[config.mk]
export PLATFORM = sky130hd
export DESIGN_NAME = fetch_unit
export DESIGN_NICKNAME = d
export VERILOG_FILES = /design/src/rtl/riscv_pkg.sv /design/src/rtl/fetch_fifo.sv /design/src/rtl/fetch_unit.sv
export SDC_FILE = /design/constraint.sdc
export NUM_CORES = 1
export LEC_CHECK = 0
export ABC_AREA = 1
export CAP_MARGIN = 15
export CORE_ASPECT_RATIO = 1.2
export CORE_MARGIN = 5
export CORE_UTILIZATION = 26
export CTS_BUF_LIST = sky130_fd_sc_hd__clkbuf_16
export DETAILED_ROUTE_END_ITERATION = 10
export PLACE_DENSITY = 0.52
export SETUP_SLACK_MARGIN = 0.2
export SLEW_MARGIN = 20
export SYNTH_ARGS = -nofsm -noshare
export SYNTH_HDL_FRONTEND = slang
export SYNTH_SLANG_ARGS = --single-unit
[constraint.sdc]
create_clock -name CLK -period 7.9 [get_ports CLK]
set_clock_uncertainty 0.1 [all_clocks]
set_input_delay 1.975 -clock CLK [delete_from_list [all_inputs] [get_ports CLK]]
set_output_delay 1.975 -clock CLK [all_outputs]
set_load 0.01 [all_outputs]
[src/rtl/riscv_pkg.sv]
// Shared RV32 definitions used by the fetch stage and the main decoder.
package riscv_pkg;

  localparam int XLEN = 32;
  localparam logic [XLEN-1:0] NOP_INSTR = 32'h0000_0013;  // addi x0, x0, 0

  typedef enum logic [6:0] {
    OPC_LOAD   = 7'b000_0011,
    OPC_OP_IMM = 7'b001_0011,
    OPC_AUIPC  = 7'b001_0111,
    OPC_STORE  = 7'b010_0011,
    OPC_OP     = 7'b011_0011,
    OPC_LUI    = 7'b011_0111,
    OPC_BRANCH = 7'b110_0011,
    OPC_JALR   = 7'b110_0111,
    OPC_JAL    = 7'b110_1111
  } opcode_e;

  typedef struct packed {
    logic [XLEN-1:0] pc;
    logic [XLEN-1:0] instr;
  } fetch_entry_t;

  function automatic logic [XLEN-1:0] word_align(input logic [XLEN-1:0] addr);
    return {addr[XLEN-1:2], 2'b00};
  endfunction

endpackage

[src/rtl/fetch_fifo.sv]
// Synchronous FIFO with flush; DEPTH must be a power of two so pointers wrap naturally.
module fetch_fifo #(
  parameter int WIDTH = 64,
  parameter int DEPTH = 2,
  localparam int AW = $clog2(DEPTH)
) (
  input  logic             clk,
  input  logic             rst,
  input  logic             push,
  input  logic [WIDTH-1:0] push_data,
  input  logic             pop,
  input  logic             flush,
  output logic [WIDTH-1:0] head,
  output logic [AW:0]      count,
  output logic             full,
  output logic             empty
);

  logic [WIDTH-1:0] mem [DEPTH];
  logic [AW-1:0]    rd_ptr;
  logic [AW-1:0]    wr_ptr;
  logic             do_push;
  logic             do_pop;

  assign empty   = (count == '0);
  assign full    = (count == (AW+1)'(DEPTH));
  assign head    = mem[rd_ptr];
  assign do_pop  = pop & ~empty;
  assign do_push = push & (~full | do_pop);

  // NOTE: storage is deliberately not reset; validity lives in the pointers and count only.
  always_ff @(posedge clk) begin
    if (do_push) mem[wr_ptr] <= push_data;
  end

  always_ff @(posedge clk or posedge rst) begin
    if (rst) begin
      rd_ptr <= '0;
      wr_ptr <= '0;
      count  <= '0;
    end else if (flush) begin
      rd_ptr <= '0;
      wr_ptr <= '0;
      count  <= '0;
    end else begin
      if (do_push) wr_ptr <= wr_ptr + 1'b1;
      if (do_pop)  rd_ptr <= rd_ptr + 1'b1;
      count <= count + (AW+1)'(do_push) - (AW+1)'(do_pop);
    end
  end

endmodule

[src/rtl/fetch_unit.sv]
// Instruction fetch: PC register, credit-limited memory requests, buffered words to decode,
// and flush/refetch on a redirect accepted with the head instruction.
module fetch_unit
  import riscv_pkg::*;
#(
  parameter logic [XLEN-1:0] RESET_PC        = 32'h0000_0000,
  parameter int              FIFO_DEPTH      = 2,
  parameter int              MAX_OUTSTANDING = 2
) (
  input  logic            CLK,
  input  logic            RST,
  output logic            IMEM_REQ,
  output logic [XLEN-1:0] IMEM_ADDR,
  input  logic            IMEM_GNT,
  input  logic            IMEM_RVALID,
  input  logic [XLEN-1:0] IMEM_RDATA,
  output logic            INSTR_VALID,
  input  logic            INSTR_READY,
  output logic [XLEN-1:0] INSTR,
  output logic [XLEN-1:0] PC,
  output logic [XLEN-1:0] PCPlus4,
  input  logic            PCSrc,
  input  logic [XLEN-1:0] PCTarget
);

  localparam int CW = $clog2(MAX_OUTSTANDING + 1);
  localparam int QW = (MAX_OUTSTANDING > 1) ? $clog2(MAX_OUTSTANDING) : 1;
  localparam int FW = $clog2(FIFO_DEPTH) + 1;
  localparam logic [CW-1:0] MAX_OUT = CW'(MAX_OUTSTANDING);
  localparam logic [QW-1:0] Q_LAST  = QW'(MAX_OUTSTANDING - 1);

  logic [XLEN-1:0] fetch_pc;
  logic [CW-1:0]   outstanding;
  logic [CW-1:0]   outstanding_n;
  logic [CW-1:0]   drop;
  logic [XLEN-1:0] pc_q [MAX_OUTSTANDING];
  logic [QW-1:0]   q_wr;
  logic [QW-1:0]   q_rd;

  fetch_entry_t    head;
  fetch_entry_t    push_entry;
  logic [FW-1:0]   fifo_count;
  logic            fifo_full;
  logic            fifo_empty;

  logic            credit;
  logic            grant;
  logic            accept;
  logic            redirect;
  logic            push;

  // Words still owed to the FIFO (in flight minus those to be dropped) plus buffered words
  // must fit in the FIFO; a pop in the current cycle earns no credit.
  // NOTE: default assignment first so no path through the block leaves credit unassigned (no latch).
  always_comb begin
    credit = 1'b0;
    if (outstanding < MAX_OUT)
      credit = (int'(outstanding) - int'(drop) + int'(fifo_count)) < FIFO_DEPTH;
  end

  assign IMEM_REQ      = credit & ~RST;
  assign IMEM_ADDR     = fetch_pc;
  assign grant         = IMEM_REQ & IMEM_GNT;
  assign accept        = ~fifo_empty & INSTR_READY;
  assign redirect      = accept & PCSrc;
  assign push          = IMEM_RVALID & (drop == '0) & (~fifo_full | accept);
  assign outstanding_n = outstanding + CW'(grant) - CW'(IMEM_RVALID);
  assign push_entry    = '{pc: pc_q[q_rd], instr: IMEM_RDATA};

  always_ff @(posedge CLK) begin
    if (grant) pc_q[q_wr] <= fetch_pc;
  end

  always_ff @(posedge CLK or posedge RST) begin
    if (RST) begin
      fetch_pc    <= RESET_PC;
      outstanding <= '0;
      drop        <= '0;
      q_wr        <= '0;
      q_rd        <= '0;
    end else begin
      outstanding <= outstanding_n;
      if (grant)       q_wr <= (q_wr == Q_LAST) ? '0 : q_wr + 1'b1;
      if (IMEM_RVALID) q_rd <= (q_rd == Q_LAST) ? '0 : q_rd + 1'b1;
      if (redirect) begin
        // Everything still in flight after this edge, including a same-cycle grant, is stale.
        fetch_pc <= word_align(PCTarget);
        drop     <= outstanding_n;
      end else begin
        if (grant) fetch_pc <= fetch_pc + 32'd4;
        if (IMEM_RVALID && drop != '0) drop <= drop - 1'b1;
      end
    end
  end

  fetch_fifo #(
    .WIDTH ($bits(fetch_entry_t)),
    .DEPTH (FIFO_DEPTH)
  ) u_fifo (
    .clk       (CLK),
    .rst       (RST),
    .push      (push),
    .push_data (push_entry),
    .pop       (accept),
    .flush     (redirect),
    .head      (head),
    .count     (fifo_count),
    .full      (fifo_full),
    .empty     (fifo_empty)
  );

  assign INSTR_VALID = ~fifo_empty;
  assign INSTR       = fifo_empty ? NOP_INSTR : head.instr;
  assign PC          = fifo_empty ? '0 : head.pc;
  assign PCPlus4     = PC + 32'd4;

endmodule

== Word level (Yosys, flattened, before mapping) ==
Memory sizes are Yosys's and may differ from the RTL's.
Index checks and enable logic that the tools add are counted.
Cells by class
  add/sub/neg operators: 13
  $lt $le $gt $ge: 2
  equal/unequal tests: 1
  muxes and demuxes: 18
  bitwise operators: 13
  reductions and logical operators: 8
Operator list (number)
  $mux W32: 4
  $add A32 B3 Y32 const B: 2
  $mux W1: 11
  $reduce_bool A2 Y1: 5
  $and A1 B1 Y1: 8
  $mux W2: 3
  $add A1 B1 Y1 const B: 4
  $add A2 B1 Y2: 2
  $add A3 B3 Y4: 1
  $logic_not A2 Y1: 2
  $lt A4 B3 Y1 const B: 1
  $sub A2 B1 Y2: 2
  $not A1 Y1: 3
  $sub A2 B2 Y3: 1
  $eq A2 B2 Y1 const B: 1
  $lt A2 B2 Y1 const B: 1
  $or A1 B1 Y1: 2
  $sub A2 B1 Y2 const B: 1
  $logic_and A1 B1 Y1: 1
Word-level totals
  flip-flop bits (word level): 42
  bits in writable memories: 192
  input bits: 70
  output and inout bits: 130
  word-level logic and storage cells: 65
  memories kept: 2
Memory list
  u_fifo.mem: depth 2, bits a word 64, read ports 1, clocked after Yosys merged registers in 0, wr ports 1, RTL line fetch_fifo.sv:19  | logic [WIDTH-1:0] mem [DEPTH];
  pc_q: depth 2, bits a word 32, read ports 1, clocked after Yosys merged registers in 0, wr ports 1, RTL line fetch_unit.sv:36  | logic [XLEN-1:0] pc_q [MAX_OUTSTANDING];

== Longest topological paths before layout ==
  depth in word-level cells: 9
  mapped depth: 16
  depth with buffers taken out: 16

== Modules after synthesis ==
From an unflattened synthesis, not the netlist that was laid out.
Second synthesis, totals
  cells, all modules: 1198
  area, all modules: 11410.9 sq um
By module, submodules not included
  fetch_unit: instances 1, cells an instance 826, area an instance 6462.4 sq um, sequential area each 2702.6 sq um
  fetch_fifo: instances 1, cells an instance 372, area an instance 4948.5 sq um, sequential area each 3943.8 sq um

== Least setup slack after synthesis ==
Ideal clock, no wire load.
  path type: in2reg
  from: in INSTR_READY
  to: mem u_fifo.mem[1][0] (enable)
  library setup time: 0.484 ns
  arrival: 4.831 ns
  data required time: 7.316 ns
  setup slack: 2.485 ns
  stages on the path: 4
  buffers on the path: 0
  cell sequence: inv_1 nand3_1 nand3_1 nor2_1
On the way
  cells in the longest elaborated chain, start to end: 6
  elaborated cells between the ends (all ways): 8
  those cells by class: 2 x mux; 6 x bitwise
Ends and longest elaborated chain
  start: declaration: RTL line fetch_unit.sv:18  | input logic INSTR_READY,
  $and A1 B1 Y1 *: RTL line fetch_unit.sv:64  | assign accept = ~fifo_empty & INSTR_READY;
  $or A1 B1 Y1 or $and A1 B1 Y1 (tied branches): RTL line fetch_unit.sv:66, fetch_fifo.sv:28
  $and A1 B1 Y1 or $or A1 B1 Y1 (tied branches): RTL line fetch_unit.sv:66, fetch_fifo.sv:29
  $and A1 B1 Y1 *: RTL line fetch_fifo.sv:29  | assign do_push = push & (~full | do_pop);
  $mux W1 *: RTL line fetch_fifo.sv:33  | if (do_push) mem[wr_ptr] <= push_data;
  $mux W1 (not written as such) *: RTL line fetch_fifo.sv:33
  end: declaration: RTL line fetch_fifo.sv:19
Mark *: on every way between the ends. The rest lies on a longest branch, timed or not.

== Worst setup path in the final report ==
  from: reg u_fifo.count[1]
  to: out PCPlus4[14]
On the way
  cells in the longest elaborated chain, start to end: 3
Ends and longest elaborated chain
  start: declaration: RTL line fetch_fifo.sv:14  | output logic [AW:0] count,
  start signal: assignment: RTL line fetch_fifo.sv:48  | count <= count + (AW+1)'(do_push) - (AW+1)'(do_pop);
  $logic_not A2 Y1: RTL line fetch_fifo.sv:25  | assign empty = (count == '0);
  $mux W32: RTL line fetch_unit.sv:114  | assign PC = fifo_empty ? '0 : head.pc;
  $add A32 B3 Y32: RTL line fetch_unit.sv:115  | assign PCPlus4 = PC + 32'd4;
  end: declaration: RTL line fetch_unit.sv:21  | output logic [XLEN-1:0] PCPlus4,
No other way between the ends.

==> impl_metrics.py <==
metrics = {
    "run_status": {
        "status": "completed",
    },
    "grt": {
        "gr-usage-met1": 0.167,
        "grt_pass1_wl_mm": 45.6,
        "overflow": 0,
        "antenna_found_initial": 0,
        "grt_max_degree": 60,
        "track_usage": 0.125,
        "first_global_vias": 7900,
        "use_met3": 0.0172,
        "met2_usage": 0.211,
        "top_usage_layer": "met2",
    },
    "synthesis": {
        "ys_warn_count": 0,
        "synth.ff_latch_count": 224,
        "synth_top_family_by_area": "simple AND/OR/NAND/NOR gates",
        "synth-adder-area-share": 0.0141,
        "async_flop_share": 0.179,
        "synthDistinctLibCells": 35,
        "synth_area_mm2": 0.0109,
        "synth_cells": 1130,
        "synth_simple_gate_area_share": 0.243,
        "muxShareOfSynthArea": 0.0320,
        "synth-xor-area-share": 0.0226,
        "synth-compound-area-share": 0.0331,
        "seq_area_frac_synth": 0.601,
        "synth.avg_cell_area_um2": 9.61,
        "synth_top_area_share": 0.509,
        "yosys.area.top_type": "edfxtp_1",
        "synth_enable_flop_cells": 184,
        "netlist_top_cells_area": "edfxtp_1, nand2_1, dfrtp_1",
        "synth-main-ff-cell": "edfxtp_1",
    },
    "routing": {
        "dr_total_vias": 8068,
        "antenna_left": 0,
        "routedWlPerCell_um": 15.8,
        "route.detailed.drc": 0,
        "drt_iter0_drc": 428,
        "routed_wl_mm": 29.7,
        "via_per_inst": 4.29,
        "dr.pass1.iters": 5,
    },
    "final_layout": {
        "area.growth.synth_to_final_pct": 29.5,
        "layout_commonest_cell": "nand2_1",
        "layout_common_cells": "nand2_1, clkdlybuf4s50_1, edfxtp_1",
        "fillers": 4214,
        "drive_above_1_share": 0.0862,
        "nNetsFinal": 1398,
        "final_cells": 1880,
        "diodes": 0,
        "design_area_mm2": 0.0141,
    },
    "job": {
        "drv_cap": 0,
    },
    "cts": {
        "cts_tree": "yes",
        "clk_latency_ns": 0.52,
        "cts_sinks": 224,
        "cts_setup_buffers": 0,
        "cts_inserted_buffers": 23,
        "cts_root_buf": "clkbuf_16",
        "cts_resized": 0,
        "path_clk_slew_ns": 0.06,
        "ctsHtreeMaxLevel": 1,
        "cts_hold_buf": 0,
        "cts_buffer_depth": 3,
    },
    "place": {
        "dp_hpwl_mm": 21.0,
        "placed_cell_area_mm2": 0.0133,
        "place_congestion": 0.835,
        "io_buffers": 191,
        "post-place-ws_ns": 1.85,
        "placed_cells": 1838,
    },
    "pwr": {
        "ir_drop_mv": 0.142,
        "powerDensity_mw_per_mm2": 375,
        "leakagePower_nw": 5.48,
    },
    "setup_path": {
        "reg2reg_to": "IMEM_ADDR[26]$_DFFE_PP0P_",
        "reg2reg_slack_ns": 4.34,
        "slowest_stage": "inv_2",
        "cp.arrival_ns": 3.99,
        "worst_ep_required_time_ns": 5.83,
        "crit_chain": "nor2_4, buf_4, inv_2, nand2_1, inv_1, ha_1, inv_1, nor2_2, inv_2, nor2_2, xor2_1, clkdlybuf4s50_1",
        "critical-path-max-stage-delay_ns": 0.71,
        "cp.depth": 12,
        "r2r_cells": 14,
        "critPathBufInv": 6,
        "cp-endpoint": "PCPlus4[14]",
        "crit_start": "u_fifo.count[1]$_DFF_PP0_",
        "path_class": "reg -> out",
        "endpoint_kind": "output port",
        "r2r_start": "outstanding[0]$_DFF_PP0_",
        "critical_path.top_delay_family": "buffers and inverters",
        "path_max_fanout": 59,
        "startpoint_type": "register",
    },
    "floorplan": {
        "core.rowCount": 82,
        "die_x_um": 197,
        "initial_core_util": 0.261,
        "die_y_um": 234,
        "top_level_ports": 200,
        "design.die.area_mm2": 0.0460,
        "coreArea_mm2": 0.0416,
    },
    "hold_path": {
        "min_path_type": "reg -> reg",
    },
    "sta": {
        "relSlewSlack": 0.351,
        "fmax_mhz": 165,
        "rsz0062_at_grt": "false",
        "worst_slack_ns": 1.84,
        "fin_tns_setup_ns": 0,
        "worstMarginPinSlew_ns": 0.972,
        "finalHoldViolCount": 0,
        "fin_crit_ns": 6.06,
        "drv_slew": 0,
        "fin_crit_sh": 0.767,
        "finalSetupViolCount": 0,
    },
}
-- power by group --
part           switching, mW  internal (mW)
Combinational           1.35           1.02
Clock                  0.443          0.629
Sequential             0.228           1.60
Total                   2.02           3.25
-- synthesized netlist by cell type (7+ instances only) --
cell type,count
buf_1,9
buf_2,16
a31oi_1,7
nor2_2,11
inv_1,82
a21oi_1,31
edfxtp_1,184
nand2_1,399
xor2_1,25
buf_4,8
nor2_1,117
nand3_1,79
nand2_2,9
mux2_2,30
ha_1,9
dfrtp_1,40
o21ai_0,23
-- cell type report --
| class | instances | area, um^2 | share of cell area |
|---|---|---|---|
| well taps | 546 | 683 | 0.0486 |
| repair buffers | 199 | 1970 | 0.140 |
| clock inverters | 19 | 168 | 0.0119 |
| multi-input cells | 780 | 3800 | 0.270 |
| inverters | 89 | 339 | 0.0241 |
| clock buffers | 23 | 576 | 0.0409 |
| flip-flops and latches | 224 | 6530 | 0.464 |
-- sequential cells by signal, indices dropped and copies added (netlist names) --
name and count:
IMEM_ADDR 30, drop 2, outstanding 2, pc_q 60, q_rd 1, q_wr 1
u_fifo.count 2, u_fifo.mem 124, u_fifo.rd_ptr 1, u_fifo.wr_ptr 1
-- worst register-to-register path, stage by stage, from the launching register on --
cell and delay, ns:
dfrtp_1 0.38, inv_1 0.06, ha_1 0.13, inv_1 0.04
fa_1 0.53, fa_1 0.43, inv_1 0.09, nand2_1 0.07
a21oi_2 0.17, nand3_2 0.29, nand2_2 0.49, inv_2 0.37
nor2_1 0.21, nand2_1 0.06, o21ai_0 0.06
-- logic make-up after synthesis --
logic type,Yosys count
adders and majority gates,11
DFF,224
xor gates and xnor gates,28
and+or+nand+nor,637
AOI/OAI and AO/OA,67
muxes,31
other,1
buffers and inverters,131
-- layer usage --
metal  vias to the layer above  share of wire
li1                       4069              -
met1                      3761           0.45
met2                       193           0.48
met3                        45          0.045
met4                         0          0.025
met5                         -              0
-- how the worst min path moves through the flow --
stage / startpoint / cells past startpoint / end / slack [ns]
2_1_floorplan: drop[1]$_DFFE_PP0P_ / 2 / drop[1]$_DFFE_PP0P_ / 0.38
3_3_place_gp: q_rd$_DFFE_PP0P_ / 1 / q_rd$_DFFE_PP0P_ / 0.36
3_5_place_dp: q_rd$_DFFE_PP0P_ / 1 / q_rd$_DFFE_PP0P_ / 0.36
4_1_cts: q_rd$_DFFE_PP0P_ / 1 / q_rd$_DFFE_PP0P_ / 0.37
5_1_grt: q_rd$_DFFE_PP0P_ / 1 / q_rd$_DFFE_PP0P_ / 0.39
6_report: q_rd$_DFFE_PP0P_ / 1 / q_rd$_DFFE_PP0P_ / 0.37
-- through the flow --
stage          utilization  total power, mW  hold slack (ns)
5_1_grt              0.339             5.65            0.389
3_5_place_dp         0.321             4.27            0.361
6_report             0.339             5.27            0.367
4_1_cts              0.339             5.36            0.370
3_3_place_gp         0.321             4.24            0.357
2_1_floorplan            -             3.12            0.376
Power figures use the tool's default switching activity.
==> edit, RTL diff (config.mk and constraints unchanged) <==
`MAX_OUTSTANDING`: 2 -> 4.
--- a/src/rtl/fetch_unit.sv
+++ b/src/rtl/fetch_unit.sv
@@ -6,5 +6,5 @@
   parameter logic [XLEN-1:0] RESET_PC        = 32'h0000_0000,
   parameter int              FIFO_DEPTH      = 2,
-  parameter int              MAX_OUTSTANDING = 2
+  parameter int              MAX_OUTSTANDING = 4
 ) (
   input  logic            CLK,
Check against the original RTL: not equivalent (a bounded check fails within 4 cycles, from zero or initial values and one cycle with RST high).
==> edit against the original RTL <==
- synthesized cell count grew 19%
- sequential cell count grew 64
- combinational power grew 19%
- core utilization shrank 0.69 points
- routed wire length grew 26%
- worst setup slack gained 0.24 ns
- total power grew 26%
- clock power grew 41%
- cell area grew 23%
- area after synthesis grew 25%
- register-to-register slack lost 0.64 ns
- critical path type unchanged
==> edit: results (changes against the original RTL) <==
* Run status: finished clean
- Clock buffers: 34 (+48%)
- Flip-flop and latch count: 288 (+29%)
- The proportion of register bits with asynchronous set or reset after synthesis was 15.3% (-2.6 points).
* Wire length on met1: 16,600 µm (+23%)
- The non-clock inverter count in the final layout came to 85 (-4.5%).
- Sequential fraction of the synthesis area: 61.8% (+1.8 points)
* Number of iterations in the first detailed-routing pass: 4 (-1)
* Total wire length after detailed routing: 37,500 µm (+26%)
- The proportion of synthesized area in mux cells is 0% (-3.2 points).
- By area the synthesized netlist is led by sky130_fd_sc_hd__edfxtp_1, sky130_fd_sc_hd__nand2_1, sky130_fd_sc_hd__dfrtp_1.
* Most frequent cells after synthesis: sky130_fd_sc_hd__nand2_1, sky130_fd_sc_hd__edfxtp_1, sky130_fd_sc_hd__nor2_1, sky130_fd_sc_hd__o21ai_0, sky130_fd_sc_hd__inv_1
- The die outline width came to 219 µm (+11%).
- Adder-cell area share of the yosys netlist: 2.00% (+0.60 points)
* Maximum fanout encountered on the critical timing path: 52 (-12%)
- The ratio of routed vias to standard cells is 4.37 (+1.8%).
- The detailed-routed wire length on met3 was 2470 µm (+83%).
- Cell leakage power: 0.00639 µW (+17%)
- The clock latency on the worst-skew pair came to 0.55 ns (+0.03 ns).
* Post-synthesis share of cell area spent on xor and xnor gates: 2.43% (+0.18 points)
* Total number of H-tree levels: 2 (+1)
- Highest-delay cell along the critical path: sky130_fd_sc_hd__buf_4
- Worst slew margin: 30.6% (-4.5 points)
- The number of nets at the end of the flow was 1,622 (+16%).
- The met2 layer usage reported by global route is 21.1% (+0.050 points).
- The layout buffer count excluding clock buffers is 203 (+2.0%).
- The finished layout cell area is 0.0173 mm² (+23%).
- Delay of the slowest critical-path stage: 0.62 ns (-0.09 ns)
- The via count of the first global-routing pass was 9,998 (+27%).
- Part of the power in registers: 34.4% (-0.3 points)
* Gr usage total: 13.0% (+0.55 points)
- The met3 demand-to-capacity share in global routing is 3.33% (+1.6 points).
* Drt initial violations: 601 (+40%)
- Number of flops mapped to enable cells by yosys: 244 (+33%)
- Fraction of area in multi-input gates: 26.6% (-0.47 points)
* Number of fillers in the final layout: 5,368 (+27%)
- Part of the total power dissipated in the clock network: 22.8% (+2.5 points)
edit: per-stage QoR:
stage	hold WS (ns)	std cells	setup WS (ns)	total power, µW
2_1_floorplan	0.400	1354	2.25	3860
3_3_place_gp	0.426	2201	2.59	5150
3_5_place_dp	0.441	2201	2.55	5210
4_1_cts	0.453	2262	1.95	6760
5_1_grt	0.488	2262	1.83	7120
6_report	0.449	2262	2.08	6630
edit: worst paths after layout:
| path | from | end | slack (ns) | cells past startpoint |
|---|---|---|---|---|
| max in group asynchronous | RST | u_fifo.rd_ptr | 5.29 | 2 |
| hold reg to reg | q_wr[1] | q_wr[1] | 0.45 | 2 |
| setup reg to reg | drop[0] | drop[2] | 3.70 | 19 |
| min in group asynchronous | RST | outstanding[2] | 1.84 | 2 |
| hold / removal | q_wr[1] | q_wr[1] | 0.45 | 2 |
| setup / recovery | u_fifo.count[1] | PCPlus4[24] | 2.08 | 11 |
